--- config.mk ---
export PLATFORM = sky130hd
export DESIGN_NAME = mad_engine
export DESIGN_NICKNAME = d
export VERILOG_FILES = /design/src/rtl/mad_pkg.sv /design/src/rtl/mad_engine_median_select.sv /design/src/rtl/mad_engine.sv
export SDC_FILE = /design/constraint.sdc
export NUM_CORES = 2
export LEC_CHECK = 0
export ABC_AREA = 0
export CAP_MARGIN = 20
export CORE_MARGIN = 2
export CORE_UTILIZATION = 40
export DETAILED_ROUTE_END_ITERATION = 8
export PLACE_DENSITY_LB_ADDON = 0.08
export SLEW_MARGIN = 20
export SYNTH_ARGS = -nofsm -noshare
export SYNTH_HDL_FRONTEND = slang
export SYNTH_SLANG_ARGS = --single-unit
--- constraint.sdc ---
create_clock -name clk -period 30.3 [get_ports clk]
set_input_delay 3.03 -clock clk [delete_from_list [all_inputs] [get_ports clk]]
set_output_delay 3.03 -clock clk [all_outputs]
set_load 0.005 [all_outputs]
--- src/rtl/mad_pkg.sv ---
// Package for the median / MAD engine.
//   mad_state_t     : controller states
//   SCALE_FRAC_BITS : fractional bits of the Q8.8 sigma factor
//   cnt_w(n)        : width of a counter holding 0..n
//   idx_w(n)        : width of an index 0..n-1 (at least 1 bit)
package mad_pkg;

   typedef enum logic [2:0] {
      ST_IDLE,
      ST_MED_PASS,
      ST_MED_WAIT,
      ST_DEV_PASS,
      ST_DEV_WAIT,
      ST_SCALE,
      ST_OUT_PASS,
      ST_DONE
   } mad_state_t;

   localparam int SCALE_FRAC_BITS = 8;

   function automatic int cnt_w(input int n);
      return (n < 1) ? 1 : $clog2(n + 1);
   endfunction

   function automatic int idx_w(input int n);
      return (n <= 1) ? 1 : $clog2(n);
   endfunction

endpackage

--- src/rtl/mad_engine_median_select.sv ---
// median_select: streaming lower-median selector.
// Each accepted beat is inserted in one cycle into a register array kept in
// ascending order; after POPSIZE beats the lower median (sorted index
// (POPSIZE-1)/2) is presented and out_vld is held until clr.
// Ports:
//   clk, rst (async, active-high), clr (sync restart)
//   in_vld / in_data  : sample stream, DATA_WIDTH bits
//   out_vld           : median available (sticky until clr)
//   out_median        : lower median, DATA_WIDTH bits
module median_select
   import mad_pkg::*;
#(
   parameter int DATA_WIDTH = 8,
   parameter int POPSIZE    = 100
) (
   input  logic                  clk,
   input  logic                  rst,
   input  logic                  clr,
   input  logic                  in_vld,
   input  logic [DATA_WIDTH-1:0] in_data,
   output logic                  out_vld,
   output logic [DATA_WIDTH-1:0] out_median
);

   localparam int CW = cnt_w(POPSIZE);

   logic [DATA_WIDTH-1:0] srt [POPSIZE];
   logic [DATA_WIDTH-1:0] nxt [POPSIZE];
   logic [CW-1:0]         fill;

   // Parallel insertion: a filled slot whose value is <= in_data stays put;
   // otherwise it takes in_data (if its left neighbour is <= in_data) or
   // the left neighbour shifted right by one.
   for (genvar g = 0; g < POPSIZE; g++) begin : g_slot
      logic stay;
      assign stay = (CW'(g) < fill) && (srt[g] <= in_data);
      if (g == 0) begin : g_first
         assign nxt[g] = stay ? srt[g] : in_data;
      end else begin : g_rest
         assign nxt[g] = stay ? srt[g] :
                         ((srt[g-1] <= in_data) ? in_data : srt[g-1]);
      end
   end

   always_ff @(posedge clk or posedge rst) begin
      if (rst) begin
         srt     <= '{default: '0};
         fill    <= '0;
         out_vld <= 1'b0;
      end else if (clr) begin
         fill    <= '0;
         out_vld <= 1'b0;
      end else if (in_vld && !out_vld) begin
         srt  <= nxt;
         fill <= fill + CW'(1);
         if (fill == CW'(POPSIZE - 1))
            out_vld <= 1'b1;
      end
   end

   assign out_median = srt[(POPSIZE - 1) / 2];

endmodule

--- src/rtl/mad_engine.sv ---
// mad_engine: per-channel median and median-absolute-deviation engine.
// Pass 1 streams POPSIZE samples of the selected channel into the median
// selector; pass 2 streams |x - median| to obtain the raw MAD, which is then
// scaled by the Q8.8 factor SCALE. Optional macro MAD_OUTLIER_EN adds a third
// pass counting samples with |x - median| > OUTLIER_K * mad_raw.
// Ports:
//   clk, rst (async, active-high)
//   start, ch_sel            : begin a run on channel ch_sel (IDLE only)
//   busy, done               : run in progress / one-cycle completion pulse
//   rd_req, rd_ch, rd_addr   : sample read requests, one per cycle per pass
//   rd_vld, rd_data          : in-order read data, any latency
//   median, mad_raw          : lower median and unscaled MAD
//   mad_scaled               : mad_raw * SCALE, 8 fractional bits
//   below_cnt                : samples strictly below the median
//   outlier_cnt              : outlier count (0 unless MAD_OUTLIER_EN)
module mad_engine
   import mad_pkg::*;
#(
   parameter int          DATA_WIDTH = 8,
   parameter int          POPSIZE    = 100,
   parameter int          NUM_CH     = 4,
   parameter logic [15:0] SCALE      = 16'h017C,
   parameter int          OUTLIER_K  = 3
) (
   input  logic                                     clk,
   input  logic                                     rst,
   input  logic                                     start,
   input  logic [idx_w(NUM_CH)-1:0]                 ch_sel,
   output logic                                     busy,
   output logic                                     done,
   output logic                                     rd_req,
   output logic [idx_w(NUM_CH)-1:0]                 rd_ch,
   output logic [idx_w(POPSIZE)-1:0]                rd_addr,
   input  logic                                     rd_vld,
   input  logic [DATA_WIDTH-1:0]                    rd_data,
   output logic [DATA_WIDTH-1:0]                    median,
   output logic [DATA_WIDTH-1:0]                    mad_raw,
   output logic [DATA_WIDTH+2*SCALE_FRAC_BITS-1:0]  mad_scaled,
   output logic [cnt_w(POPSIZE)-1:0]                below_cnt,
   output logic [cnt_w(POPSIZE)-1:0]                outlier_cnt
);

   localparam int AW = idx_w(POPSIZE);
   localparam int CW = cnt_w(POPSIZE);
   localparam int SW = DATA_WIDTH + 2 * SCALE_FRAC_BITS;

   mad_state_t            state;
   logic [CW-1:0]         beat_cnt;
   logic [DATA_WIDTH-1:0] dev;
   logic                  in_pass;
   logic                  last_beat;
   logic                  sel_in_vld;
   logic                  sel_clr;
   logic                  sel_vld;
   logic [DATA_WIDTH-1:0] sel_in;
   logic [DATA_WIDTH-1:0] sel_med;

   // Larger minus smaller so the deviation never wraps.
   assign dev        = (rd_data > median) ? (rd_data - median) : (median - rd_data);
   assign in_pass    = state inside {ST_MED_PASS, ST_DEV_PASS, ST_OUT_PASS};
   assign last_beat  = in_pass && rd_vld && (beat_cnt == CW'(POPSIZE - 1));
   assign sel_in_vld = rd_vld && (state == ST_MED_PASS || state == ST_DEV_PASS);
   assign sel_in     = (state == ST_MED_PASS) ? rd_data : dev;
   assign sel_clr    = sel_vld && (state == ST_MED_WAIT || state == ST_DEV_WAIT);

   median_select #(
      .DATA_WIDTH (DATA_WIDTH),
      .POPSIZE    (POPSIZE)
   ) u_sel (
      .clk        (clk),
      .rst        (rst),
      .clr        (sel_clr),
      .in_vld     (sel_in_vld),
      .in_data    (sel_in),
      .out_vld    (sel_vld),
      .out_median (sel_med)
   );

`ifdef MAD_OUTLIER_EN
   localparam int KW = DATA_WIDTH + $clog2(OUTLIER_K + 1);
   logic is_outlier;
   assign is_outlier = KW'(dev) > (KW'(mad_raw) * KW'(OUTLIER_K));
`else
   assign outlier_cnt = '0;
`endif

   always_ff @(posedge clk or posedge rst) begin
      if (rst) begin
         state      <= ST_IDLE;
         busy       <= 1'b0;
         done       <= 1'b0;
         rd_req     <= 1'b0;
         rd_ch      <= '0;
         rd_addr    <= '0;
         beat_cnt   <= '0;
         median     <= '0;
         mad_raw    <= '0;
         mad_scaled <= '0;
         below_cnt  <= '0;
`ifdef MAD_OUTLIER_EN
         outlier_cnt <= '0;
`endif
      end else begin
         done <= 1'b0;

         // Request issue runs independently of beat counting: once started
         // it walks 0..POPSIZE-1 back-to-back and parks at address 0.
         if (rd_req) begin
            if (rd_addr == AW'(POPSIZE - 1)) begin
               rd_req  <= 1'b0;
               rd_addr <= '0;
            end else begin
               rd_addr <= rd_addr + AW'(1);
            end
         end

         if (in_pass && rd_vld)
            beat_cnt <= last_beat ? CW'(0) : (beat_cnt + CW'(1));

         case (state)
            ST_IDLE: begin
               if (start) begin
                  state     <= ST_MED_PASS;
                  busy      <= 1'b1;
                  rd_ch     <= ch_sel;
                  rd_req    <= 1'b1;
                  rd_addr   <= '0;
                  beat_cnt  <= '0;
                  below_cnt <= '0;
`ifdef MAD_OUTLIER_EN
                  outlier_cnt <= '0;
`endif
               end
            end
            ST_MED_PASS: begin
               if (last_beat)
                  state <= ST_MED_WAIT;
            end
            ST_MED_WAIT: begin
               if (sel_vld) begin
                  median <= sel_med;
                  state  <= ST_DEV_PASS;
                  rd_req <= 1'b1;
               end
            end
            ST_DEV_PASS: begin
               if (rd_vld && (rd_data < median))
                  below_cnt <= below_cnt + CW'(1);
               if (last_beat)
                  state <= ST_DEV_WAIT;
            end
            ST_DEV_WAIT: begin
               if (sel_vld) begin
                  mad_raw <= sel_med;
                  state   <= ST_SCALE;
               end
            end
            ST_SCALE: begin
               mad_scaled <= SW'(mad_raw) * SW'(SCALE);
`ifdef MAD_OUTLIER_EN
               state  <= ST_OUT_PASS;
               rd_req <= 1'b1;
`else
               state <= ST_DONE;
               done  <= 1'b1;
               busy  <= 1'b0;
`endif
            end
`ifdef MAD_OUTLIER_EN
            ST_OUT_PASS: begin
               if (rd_vld && is_outlier)
                  outlier_cnt <= outlier_cnt + CW'(1);
               if (last_beat) begin
                  state <= ST_DONE;
                  done  <= 1'b1;
                  busy  <= 1'b0;
               end
            end
`endif
            ST_DONE: state <= ST_IDLE;
            default: state <= ST_IDLE;
         endcase
      end
   end

endmodule

## Yosys cells after proc, flatten, opt, wreduce, memory -nomap -nowiden

Index checks and enable logic that the tools add are counted.

- Add/subtract/negate cells: 6
- Multipliers: 1
- Div/mod/pow operators: 0
- Order comparisons: 102
- Equal/unequal tests: 15
- Shift-type cells: 0
- Mux-type cells: 81
- Bitwise gates (word level): 51
- Reduce and logical (&&, ||, !) cells: 122

Operators by type and width:

| cell | number |
|---|---|
| 2-to-1 mux 8 bit | 51 |
| less-or-equal comparator 8 bit | 50 |
| AND reduction 3 bit | 51 |
| < comparator 6 x 7 -> 1 bit, first input constant | 18 |
| < comparator 5 x 7 -> 1 bit, first input constant | 16 |
| 2-to-1 mux 7 bit | 12 |
| logical AND 1 bit | 56 |
| < comparator 4 x 7 -> 1 bit, first input constant | 8 |
| NOT 1 bit | 51 |
| adder 7 x 1 -> 7 bit, second input constant | 4 |
| < comparator 3 x 7 -> 1 bit, first input constant | 4 |
| equality test 7 bit, second input constant | 3 |
| case mux 3 bit (6 select lines) | 1 |
| subtractor 8 bit | 2 |
| multiplier 8 x 7 -> 15 bit, second input constant | 1 |
| 2-to-1 mux 3 bit | 5 |
| < comparator 1 x 7 -> 1 bit, first input constant | 2 |
| < comparator 2 x 7 -> 1 bit, first input constant | 2 |
| case mux 7 bit (2 select lines) | 1 |
| AND reduction 2 bit | 5 |
| equality test 3 bit, second input constant | 3 |
| 2-to-1 mux 1 bit | 9 |
| > comparator 8 bit | 1 |
| < comparator 8 bit | 1 |
| 11 further kinds | 21 |

- Flip-flop bits (word level): 468
- Latch bits: 0
- Memory bits (writable): 0
- Bits in read-only memories: 0
- Input bits: 14
- Output and inout port bits: 66
- Word-level logic and storage cells: 441
- Memories: 0

## Longest topological paths before layout

- Word-level depth: 8
- Mapped depth: 26
- Depth with buffers taken out: 22

## Hierarchy

A second synthesis with hierarchy kept.

- Cell total of the unflattened synthesis: 3245
- Area total of the unflattened synthesis: 34151.5 µm²

Modules (own cells, without submodules):

| module | instances | cells an instance | area each (µm²) | sequential area each (µm²) |
|---|---|---|---|---|
| median_select | 1 | 2689 | 29077.9 | 10209.8 |
| mad_engine | 1 | 556 | 5073.6 | 1501.4 |

## Worst setup path after synthesis

Ideal clock, no wire load.

- Path type: input to register
- From: input rd_data[5]
- To: register u_sel.srt[657] in the netlist's numbering
- Setup time: 0.125 ns
- Arrival time: 8.825 ns
- Required time: 30.175 ns
- Slack: 21.350 ns
- Cell stages on the path: 20
- Buffers on the path: 2
- Cells stage by stage: inv_1 -> ha_1 -> buf_6 -> a211o_1 -> a21o_1 -> o21ai_1 -> buf_2 -> o2111ai_1 -> a2111o_1 -> and3_1 -> nor3_2 -> clkinv_1 -> ha_1 -> and4_1 -> a221oi_1 -> o2111ai_1 -> and2_1 -> o21ai_1 -> mux2_2 -> mux2_2

- Word-level cells in the longest chain between the ends: 7
- Elaborated cells between the ends (all ways): 11
- Those cells by class: add/sub (2); order compare (3); mux (3); bitwise (1); reduce/logical (2)

RTL lines:

| item | RTL line | RTL |
|---|---|---|
| from (decl) | mad_engine.sv:35 | `input logic [DATA_WIDTH-1:0] rd_data,` |
| subtractor 8 bit or > comparator 8 bit (tied branches) | mad_engine.sv:59 | `assign dev = (rd_data > median) ? (rd_data - median) : (median - rd_data);` |
| 2-to-1 mux 8 bit | mad_engine.sv:59 |  |
| 2-to-1 mux 8 bit (*) | mad_engine.sv:63 | `assign sel_in = (state == ST_MED_PASS) ? rd_data : dev;` |
| less-or-equal comparator 8 bit | mad_engine_median_select.sv:36 | `assign stay = (CW'(g) < fill) && (srt[g] <= in_data);` |
| logical AND 1 bit | mad_engine_median_select.sv:36 |  |
| NOT 1 bit (no line) | n/a |  |
| AND reduction 3 bit (no line) | n/a |  |
| to (signal assigned) | mad_engine_median_select.sv:54 | `srt <= nxt;` |
| to (decl) | mad_engine_median_select.sv:27 | `logic [DATA_WIDTH-1:0] srt [POPSIZE];` |

Every way passes the cells marked *; elsewhere a longest branch is shown, timed or not.
A chain may end at the register's enable or synchronous reset.

## Final worst setup path

- From: input rd_data[5]
- To: register u_sel.srt[425] in the netlist's numbering

Same word-level chain as after synthesis.

==> reports/metrics.yaml <==
flow_run:
  drv_cap: 0
timing:
  tns_ps: 0
  drv_slew: 0
  setup_violations: 0
  max_freq_ghz: 0.101
  grt_setup_unrepaired: "no"
  tightest_slew_ps: 1060
  slew_headroom: 0.289
  min_period_over_period: 0.328
  skew_ps: 25.9
  min_period_ps: 9950
  final-hold-violation-count: 0
route:
  routed_via_density: 5.65
  vias: 26100
  dr.pass1.iters: 5
  ant_nets: 0
  drt_iter0_drc: 1255
  wl_um: 101000
  drc_errors: 0
  wl_per_cell_um: 21.9
global_route:
  grt_max_degree: 139
  grt_pass1_vias: 27700
  grt_pass1_wl_um: 161000
  grt_overflow: 0
  antenna_found_initial: 0
  groute.usage.overall: 0.226
final_layout:
  final_util: 0.449
  n_antenna_cell: 0
  finalNetCount: 3860
  n_fill_cell: 8153
  syn2layout_area_growth_pct: 11.2
  drive_gt1_frac: 0.205
clocking:
  htree_num_levels: 2
  cts_sinks: 468
  ctsResizeCount: 0
  postCtsSetupRepairBufs: 0
  ctsLongestPathBuffers: 3
  worstSkewPairLatency_ps: 650
  hold_buffers: 0
  numCtsBuffers: 57
  cts_tree: "done"
  path_clk_slew_ps: 50
  cts-root-buf: "clkbuf_16"
yosys:
  synth_edf_count: 0
  syn_avg_cell_area_um2: 10.4
  ys_seq_elements: 468
  synth_top_area_frac: 0.333
  yosysTopAreaCell: "dfrtp_1"
  netlist_area_um2: 35100
  async_flop_share: 1.00
  yosys-top-cells-area: "dfrtp_1 (33%), mux2_2 (15%), ha_1 (15%), mux2i_1 (5.1%), a21o_1 (2.9%)"
  ys_types: 81
  seq_area_frac_synth: 0.333
  ys.flop_type: "dfrtp_1"
  ys_warn_count: 0
  syn_inst: 3377
worst_setup_path:
  worstPathRequired_ps: 30810
  reg2reg_depth: 20
  worstSetupStartpointType: "primary input"
  worst-setup-path-type: "primary input to register"
  arrival_ps: 10460
  end_kind: "register"
  r2r_slack_ps: 22940
  cp_max_fo: 51
  r2r_start: "median[5]"
  r2r-end: "u_sel.srt[425]"
min_path:
  min_from: "mad_scaled[4]"
  worstHoldPathType: "register to register"
  holdPathStages: 2
  whs_endpoint: "mad_scaled[4]"
placed_design:
  io_buffer_count: 63
  place_hpwl_um: 64800
  gp_congestion: 0.836
power_and_ir_drop:
  total_leakage_power_nw: 18.1
  ir_drop_uv: 49.3
  power.density_nw_per_um2: 96.6
outcome:
  status: "completed"
floorplanning:
  die_h_um: 300
  io_pins: 80
  start_util: 0.404
  die_area_um2: 90200
  die-width_um: 300
  num_rows: 108
  coreArea_um2: 86900
## cell type report
cell class | instances | area, um^2 | area share
clock buffers | 92 | 1770 | 0.0454
inverters | 201 | 774 | 0.0198
multi-input cells | 2570 | 22100 | 0.565
repair buffers | 114 | 1070 | 0.0273
clock inverters | 13 | 194 | 0.00497
well taps | 1155 | 1450 | 0.0370
flip-flops and latches | 468 | 11700 | 0.300
## metal layers
metal / part of all wire / vias to the layer above / track usage
met5: 0 / - / 0
li1: - / 12400 / -
met3: 0.028 / 149 / 0.0233
met1: 0.45 / 13100 / 0.293
met2: 0.50 / 445 / 0.400
met4: 0.022 / 0 / 0.0562
## metrics by stage
stage	std cells	area (um^2)	total power (W)	setup slack (ps)	hold slack, ps
5_1_grt	4613	39000	0.00408	19900	504
3_5_place_dp	4506	37000	0.00305	19360	466
2_1_floorplan	3392	35200	0.00258	14220	450
4_1_cts	4611	39000	0.00380	20030	480
3_3_place_gp	4505	37000	0.00297	19450	460
6_report	4613	39000	0.00377	20350	475
## synthesized netlist by cell type, types with 11 or more instances
| library cell | count |
|---|---|
| and2_1 | 27 |
| a221oi_1 | 23 |
| dfrtp_1 | 468 |
| a21o_1 | 138 |
| and4_1 | 44 |
| mux2_1 | 33 |
| or3_1 | 12 |
| xor2_1 | 19 |
| nand4_1 | 52 |
| o2111ai_1 | 37 |
| buf_1 | 12 |
| o211ai_1 | 18 |
| o21ai_2 | 18 |
| inv_1 | 199 |
| a2bb2oi_2 | 11 |
| buf_2 | 19 |
| mux2_2 | 470 |
| nand3_1 | 39 |
| o21ai_4 | 22 |
| o21ai_0 | 159 |
| nor3_1 | 26 |
| ha_1 | 410 |
| xnor2_1 | 49 |
| nand2_1 | 229 |
| clkbuf_1 | 91 |
| nor2_1 | 189 |
| nor2b_1 | 18 |
| mux2i_1 | 179 |
| o221ai_1 | 14 |
| buf_4 | 24 |
| nand2b_1 | 22 |
| fa_1 | 24 |
| o21a_1 | 26 |
| a21oi_1 | 130 |
## layout by cell type, fill, tap and decap left out, types with 28 or more instances in the layout
cell type,instances
nand2_1,229
clkbuf_16,59
and4_1,44
and2_1,28
o2111ai_1,37
nor2_1,188
mux2_1,33
xnor2_1,49
mux2i_1,179
a21o_1,138
a21oi_1,126
dfrtp_1,468
buf_4,46
nand4_1,52
nand3_1,38
o21ai_0,154
mux2_2,470
ha_1,410
inv_1,193
clkdlybuf4s50_1,63
## cell families after synthesis
logic type	after synthesis	synth area share
adders and majority gates	436	0.160
and+or+nand+nor	692	0.0949
xor gates and xnor gates	69	0.0174
other	1	0.000107
DFF	468	0.333
buffers and inverters	354	0.0429
AOI/OAI and AO/OA	675	0.139
muxes	682	0.212
## power by group
group	leakage, nW	switching (W)	internal, W	total (W)
Clock	0.971	0.000289	0.000438	0.000727
Combinational	11.5	0.000895	0.000935	0.00183
Sequential	5.62	0.000294	0.000918	0.00121
## state kept, by name, indices dropped and copies added, names as in the netlist
register,cells
beat_cnt,7
busy,1
rd_req,1
u_sel.out_vld,1
u_sel.out_median,8
state,3
rd_ch,2
u_sel.fill,7
below_cnt,7
done,1
mad_raw,8
u_sel.srt,392
mad_scaled,15
median,8
rd_addr,7
## critical path, cell delays in order
cell and delay (ps):
clkdlybuf4s50_1 530, inv_1 70, ha_1 410, a211o_1 340
a21o_1 210, o21ai_2 550, mux2i_1 240, a21oi_1 270
mux2_2 370, nand3_2 60, buf_4 600, clkinv_2 720
buf_4 550, ha_1 380, a21o_1 160, a21o_1 170
a221oi_1 330, o2111ai_1 190, and2_1 240, o21ai_1 350
mux2_2 400, mux2_2 260
## how the worst max path moves through the flow
stage          startpoint             end  cells after the start
2_1_floorplan         rst     beat_cnt[0]                      1
3_3_place_gp   rd_data[5]  u_sel.srt[430]                     22
3_5_place_dp   rd_data[5]  u_sel.srt[428]                     22
4_1_cts        rd_data[5]  u_sel.srt[428]                     22
5_1_grt        rd_data[5]  u_sel.srt[428]                     22
6_report       rd_data[5]  u_sel.srt[425]                     22
Note: power is estimated with default switching activity, not from simulation.
